### config.mk
export PLATFORM = sky130hd
export DESIGN_NAME = buzzer_sched
export DESIGN_NICKNAME = d
export VERILOG_FILES = /design/src/rtl/buzzer_sched.sv
export SDC_FILE = /design/constraint.sdc
export NUM_CORES = 1
export LEC_CHECK = 0
export BUFFER_PORTS_ARGS = -buffer_cell sky130_fd_sc_hd__clkbuf_2
export CORE_ASPECT_RATIO = 0.8
export CORE_MARGIN = 2
export CORE_UTILIZATION = 60
export CTS_BUF_LIST = sky130_fd_sc_hd__clkbuf_4
export DETAILED_ROUTE_END_ITERATION = 8
export HOLD_SLACK_MARGIN = 0.15
export PLACE_DENSITY_LB_ADDON = 0.12
export SLEW_MARGIN = 10
export SYNTH_ARGS = -nofsm -noshare
export SYNTH_HDL_FRONTEND = slang
export SYNTH_SLANG_ARGS = --single-unit
### constraint.sdc
create_clock -name clk1 -period 3.1 [get_ports clk1]
set_clock_uncertainty 0.1 [all_clocks]
set_input_delay 0 -clock clk1 [delete_from_list [all_inputs] [get_ports clk1]]
set_output_delay 0 -clock clk1 [all_outputs]
set_load 0.01 [all_outputs]
### src/rtl/buzzer_sched.sv
`default_nettype none
// ============================================================================
//  Module      : buzzer_sched
//  Description : Shares one buzzer between three fixed-pattern requesters
//                (ch0 key click, ch1 timer expiry, ch2 alarm) by strict
//                priority and sequences on/off/count on a tick time base.
//                Optional build macro BUZZER_SCHED_PREEMPT_EN lets a pending
//                higher channel abort the pattern currently playing.
//  Revision    : 1.0 - initial release
// ============================================================================
module buzzer_sched #(
  parameter int CLK_HZ  = 50000000,
  parameter int TICK_HZ = 1000,
  parameter int ON0_MS  = 50,
  parameter int OFF0_MS = 0,
  parameter int CNT0    = 1,
  parameter int ON1_MS  = 100,
  parameter int OFF1_MS = 100,
  parameter int CNT1    = 3,
  parameter int ON2_MS  = 250,
  parameter int OFF2_MS = 250,
  parameter int CNT2    = 0
) (
  input  logic       clk1,
  input  logic       rst_n,
  input  logic [2:0] req,
  input  logic [2:0] cancel,
  output logic       buzz_en,
  output logic       busy,
  output logic [1:0] active_ch,
  output logic [2:0] done
);

  localparam int          c_TICK_DIV = CLK_HZ / TICK_HZ;
  localparam logic [31:0] c_DIV_M1   = 32'(c_TICK_DIV - 1);
  // Terminal values of the tick counter; an OFF time of 0 is never compared
  // because the OFF phase is skipped entirely for that channel.
  localparam logic [15:0] c_ON0_M1   = 16'(ON0_MS - 1);
  localparam logic [15:0] c_ON1_M1   = 16'(ON1_MS - 1);
  localparam logic [15:0] c_ON2_M1   = 16'(ON2_MS - 1);
  localparam logic [15:0] c_OFF0_M1  = 16'(OFF0_MS - 1);
  localparam logic [15:0] c_OFF1_M1  = 16'(OFF1_MS - 1);
  localparam logic [15:0] c_OFF2_M1  = 16'(OFF2_MS - 1);
  localparam logic [7:0]  c_CNT0     = 8'(CNT0);
  localparam logic [7:0]  c_CNT1     = 8'(CNT1);
  localparam logic [7:0]  c_CNT2     = 8'(CNT2);

  typedef enum logic [1:0] {
    S_IDLE = 2'd0,
    S_ON   = 2'd1,
    S_OFF  = 2'd2
  } state_t;

  state_t      r_state;
  state_t      w_next;
  logic [31:0] r_pre;
  logic [15:0] r_ms;
  logic [15:0] w_ms_next;
  logic [7:0]  r_beep;
  logic [7:0]  w_beep_next;
  logic [2:0]  r_pend;
  logic [2:0]  w_pend_eff;
  logic [2:0]  w_clr;
  logic [1:0]  r_active;
  logic [1:0]  w_sel;
  logic        w_start;
  logic        w_fin;
  logic        w_tick;
  logic        w_abort;
  logic        w_preempt;
  logic [15:0] w_on_m1;
  logic [15:0] w_off_m1;
  logic        w_off_zero;
  logic [7:0]  w_cnt;
  logic        r_buzz;
  logic [2:0]  r_done;

  // A cancel arriving in the same cycle as selection suppresses that channel.
  assign w_pend_eff = r_pend & ~cancel;
  assign w_sel      = w_pend_eff[2] ? 2'd2 : (w_pend_eff[1] ? 2'd1 : 2'd0);
  assign w_clr      = w_start ? (3'b001 << w_sel) : 3'b000;
  assign w_tick     = (r_pre == c_DIV_M1);
  assign w_abort    = cancel[r_active] | w_preempt;

  // Pattern constants of the channel currently being played.
  always_comb begin
    w_on_m1    = c_ON0_M1;
    w_off_m1   = c_OFF0_M1;
    w_off_zero = (OFF0_MS == 0);
    w_cnt      = c_CNT0;
    case (r_active)
      2'd1: begin
        w_on_m1    = c_ON1_M1;
        w_off_m1   = c_OFF1_M1;
        w_off_zero = (OFF1_MS == 0);
        w_cnt      = c_CNT1;
      end
      2'd2: begin
        w_on_m1    = c_ON2_M1;
        w_off_m1   = c_OFF2_M1;
        w_off_zero = (OFF2_MS == 0);
        w_cnt      = c_CNT2;
      end
      default: ;
    endcase
  end

`ifdef BUZZER_SCHED_PREEMPT_EN
  // Any pending channel above the active one aborts the current pattern.
  always_comb begin
    case (r_active)
      2'd0:    w_preempt = |r_pend[2:1];
      2'd1:    w_preempt = r_pend[2];
      default: w_preempt = 1'b0;
    endcase
  end
`else
  assign w_preempt = 1'b0;
`endif

  // Next-state, tick-count and beep-count logic of the pattern sequencer.
  always_comb begin
    w_next      = r_state;
    w_ms_next   = r_ms;
    w_beep_next = r_beep;
    w_start     = 1'b0;
    w_fin       = 1'b0;
    case (r_state)
      S_IDLE: begin
        if (|w_pend_eff) begin
          w_next      = S_ON;
          w_start     = 1'b1;
          w_ms_next   = 16'd0;
          w_beep_next = 8'd0;
        end
      end
      S_ON: begin
        if (w_abort) begin
          w_next = S_IDLE;
        end else if (w_tick) begin
          if (r_ms == w_on_m1) begin
            w_ms_next   = 16'd0;
            w_beep_next = r_beep + 8'd1;
            if ((w_cnt != 8'd0) && ((r_beep + 8'd1) == w_cnt)) begin
              w_next = S_IDLE;
              w_fin  = 1'b1;
            end else if (!w_off_zero) begin
              w_next = S_OFF;
            end
          end else begin
            w_ms_next = r_ms + 16'd1;
          end
        end
      end
      S_OFF: begin
        if (w_abort) begin
          w_next = S_IDLE;
        end else if (w_tick) begin
          if (r_ms == w_off_m1) begin
            w_next    = S_ON;
            w_ms_next = 16'd0;
          end else begin
            w_ms_next = r_ms + 16'd1;
          end
        end
      end
      default: w_next = S_IDLE;
    endcase
  end

  // State, counters, request latches and registered outputs.
  always_ff @(posedge clk1 or negedge rst_n) begin
    if (!rst_n) begin
      r_state  <= S_IDLE;
      r_pre    <= 32'd0;
      r_ms     <= 16'd0;
      r_beep   <= 8'd0;
      r_pend   <= 3'b000;
      r_active <= 2'd0;
      r_buzz   <= 1'b0;
      r_done   <= 3'b000;
    end else begin
      r_state <= w_next;
      r_ms    <= w_ms_next;
      r_beep  <= w_beep_next;
      r_pend  <= ((r_pend & ~w_clr) | req) & ~cancel;
      if (w_start) begin
        r_active <= w_sel;
      end
      r_buzz <= (w_next == S_ON);
      r_done <= w_fin ? (3'b001 << r_active) : 3'b000;
      // Held at zero in IDLE so every phase starts on a fresh tick boundary.
      if ((r_state == S_IDLE) || w_tick) begin
        r_pre <= 32'd0;
      end else begin
        r_pre <= r_pre + 32'd1;
      end
    end
  end

  assign buzz_en   = r_buzz;
  assign busy      = (r_state != S_IDLE);
  assign active_ch = busy ? r_active : 2'd0;
  assign done      = r_done;

endmodule
`default_nettype wire

==> qor.txt <==
Global Route Usage Sum: 25.3%
Share of the synthesized area in the top cell type: 42.3%
Commonest non-fill, non-tap cells in the layout: 67 x dfrtp_1, 57 x nor2_1, 36 x nand2_1
Adder-Cell Fraction of Synth Area: 4.11%
Dominant cells by area after synthesis: dfrtp_1 42%, xor2_1 5.5%, nor2_1 5.4%
Sw Share: 37.5%
Most common cell after layout, fill and taps aside: dfrtp_1
Run status: finished clean
CORE AREA: 6380 um2
Vias in the first global route: 2977
Non-filler instance count after layout: 538
IR drop worst, VDD: 310 uV
Clock power share: 26.5%
Clock Pin Slew Worst Setup and Hold Paths: 120 ps
Dpl hpwl: 6030 um
Netlist cell types: 58
Area Overhead vs Synth: 9.10%
Setup TNS: 0 ps
Syn nets: 447
H-tree depth: 3
Internal: 1540 uW
Pins over their slew limit: 0
Largest net degree at the start of global routing: 32
Post-synth top flop: dfrtp_1
Power, Total: 2470 uW
Async SR Flop Fraction: 100%
WL per Instance: 15.7 um
Row count: 26
Clock Root Buffer: clkbuf_4
Port bufs: 14
Pwr dens: 572 nW/um2
Die Ht: 76.7 um
FILL cells: 533
First-pass GRT wire length: 14300 um
Nets: 470
Final setup viols: 0
Combinational power share: 33.3%
# IOs: 15
Dpl cells: 513
Multiplexer area fraction after synthesis: 0.884%
Number of synthesized flops with an enable pin: 0
Post-synthesis instance total: 426
Flop pwr share: 40.2%
Hold WS: 212 ps
RSZ-0062 raised after global routing: false
Final core occ: 67.8%
R2r setup slk: 250 ps
Drt first-iter violations: 154
RR Startpoint: r_state[0]
Simple logic cell fraction of the synthesized area: 27.1%
Die ar.: 7270 um2
Post-synthesis register bit count: 67
Initial antenna violation count: 0
P_leak: 0.00199 uW
Critical path class: flip-flop to flip-flop
Routability cong.: 0.883
Worst setup EP type: flip-flop
WL final: 8470 um
Max-cap viol count: 0
Ant. Diodes: 0
CP Launch Type: flip-flop
Chip width: 94.8 um
Setup crit start: r_state[0]
CTS tree: built
Hold Path Class: primary input to flip-flop
Post-route minimum period: 2850 ps
Detailed-router iteration count before antenna repair: 4
Final period util: 91.8%
Yosys warnings: 0
Post-synth top area cell: dfrtp_1
Worst-path maximum fanout: 12
XOR/XNOR share of the synthesized area: 8.84%
Clock buffer depth: 2
Drc violations: 0
Hold_sp: req[1]
Slew HR: 43.1%
Worst-Margin Slew: 851 ps
WP data arrival: 3060 ps
Worst skew pair latency: 430 ps
Req. time, crit path: 3310 ps
Avg Inst Size Synth: 9.30 um2
Post-synthesis compound-gate area fraction: 13.4%
Achievable frequency: 351 MHz
Via-to-Cell Ratio: 5.89
Largest family of logic cells by synthesized area: simple AND/OR/NAND/NOR gates
Post-Syn Area: 3960 um2
Sequential-to-total area share from yosys stat: 42.3%
Clock sinks: 67
CTS Buf Count: 9
Total gr overflow: 0
Initial Util: 62.1%
Share of cells above drive strength 1: 13.2%
P_sw: 927 uW
Antenna-violating nets left: 0
Vias: 3168
Final hold violations: 0
## final timing paths
path / endpoint / cells after the start
max: r_ms[14] / 8
max reg2reg: r_ms[14] / 8
min reg2reg: r_pre[0] / 1
min in group asynchronous: r_pend[1] / 4
max in group asynchronous: r_pre[23] / 4
min: r_pend[1] / 4
## metrics by stage
step	worst slack (ps)	cell area [um2]
after global placement	473	4070
after detailed placement	333	4070
after global routing	106	4320
final	254	4320
after floorplan	658	3960
after CTS	305	4320
## Yosys cell counts, drive strengths merged, types with 3 or more instances
cell     n
o21ai   25
nand2b   5
a21oi    7
nor2    58
o31ai    3
o21bai   3
or2      4
dfrtp   67
nor3    13
a22o    13
nand3   22
inv     10
nor2b    9
nand2   36
and4     3
or3      3
nor4    14
nand4   11
and2     3
buf      4
and3    18
nand3b   3
xor2    25
clkbuf  11
ha      13
a21o     4
xnor2   15
## layer usage
layer	wire (um)	up-vias	global-route usage, %
met4	95	0	7.25
met2	3710	56	36.6
met3	317	9	5.70
li1	-	1562	-
met5	0	-	0
met1	4350	1541	38.2
## worst max-delay path, stage by stage (launching register included)
cell and delay [ps]:
dfrtp_1 440, inv_1 120, ha_1 350, inv_2 140, or4_1 700, nand2b_1 180
o21bai_1 230, nor2_2 210, a22o_1 250
## area by class of cell
cell class / instances / area [um2] / share of cell area, %
Sequential cell: 67 / 1680 / 38.8
Clock inverter: 7 / 92.6 / 2.14
Timing Repair Buffer: 27 / 190 / 4.40
Multi-Input combinational cell: 334 / 2150 / 49.8
Inverter: 10 / 37.5 / 0.869
Tap cell: 84 / 105 / 2.43
Clock buffer: 9 / 67.6 / 1.56
## kinds of logic (layout without fill, tap and decap cells)
| kind of cell | after synthesis | in the layout |
|---|---|---|
| AO/OA/AOI/OAI | 71 | 71 |
| XOR/XNOR | 40 | 40 |
| multiplexers | 3 | 3 |
| flip-flops | 67 | 67 |
| adder cells (fa/ha/maj) | 13 | 13 |
| buffers and inverters | 25 | 53 |
| AND/OR/NAND/NOR | 207 | 207 |
## sequential cells by signal (all words and copies together), names as in the netlist
name	cells
r_pre	32
r_ms	16
r_beep	8
done	3
r_pend	3
r_active	2
r_state	2
buzz_en	1
## power by group through the flow
stage	sequential (uW)	combinational, uW	clock (uW)
6_report	993	823	654
5_1_grt	1000	920	701
4_1_cts	993	825	664
3_5_place_dp	1010	807	0
3_3_place_gp	1010	788	0
2_1_floorplan	997	625	0
## timing repair
action	in CTS	in global routing
gates resized for setup	0	0
setup buffers	0	0
hold buffers	9	0
hold endpoints to repair	72	0
(Power assumes the default switching activity.)
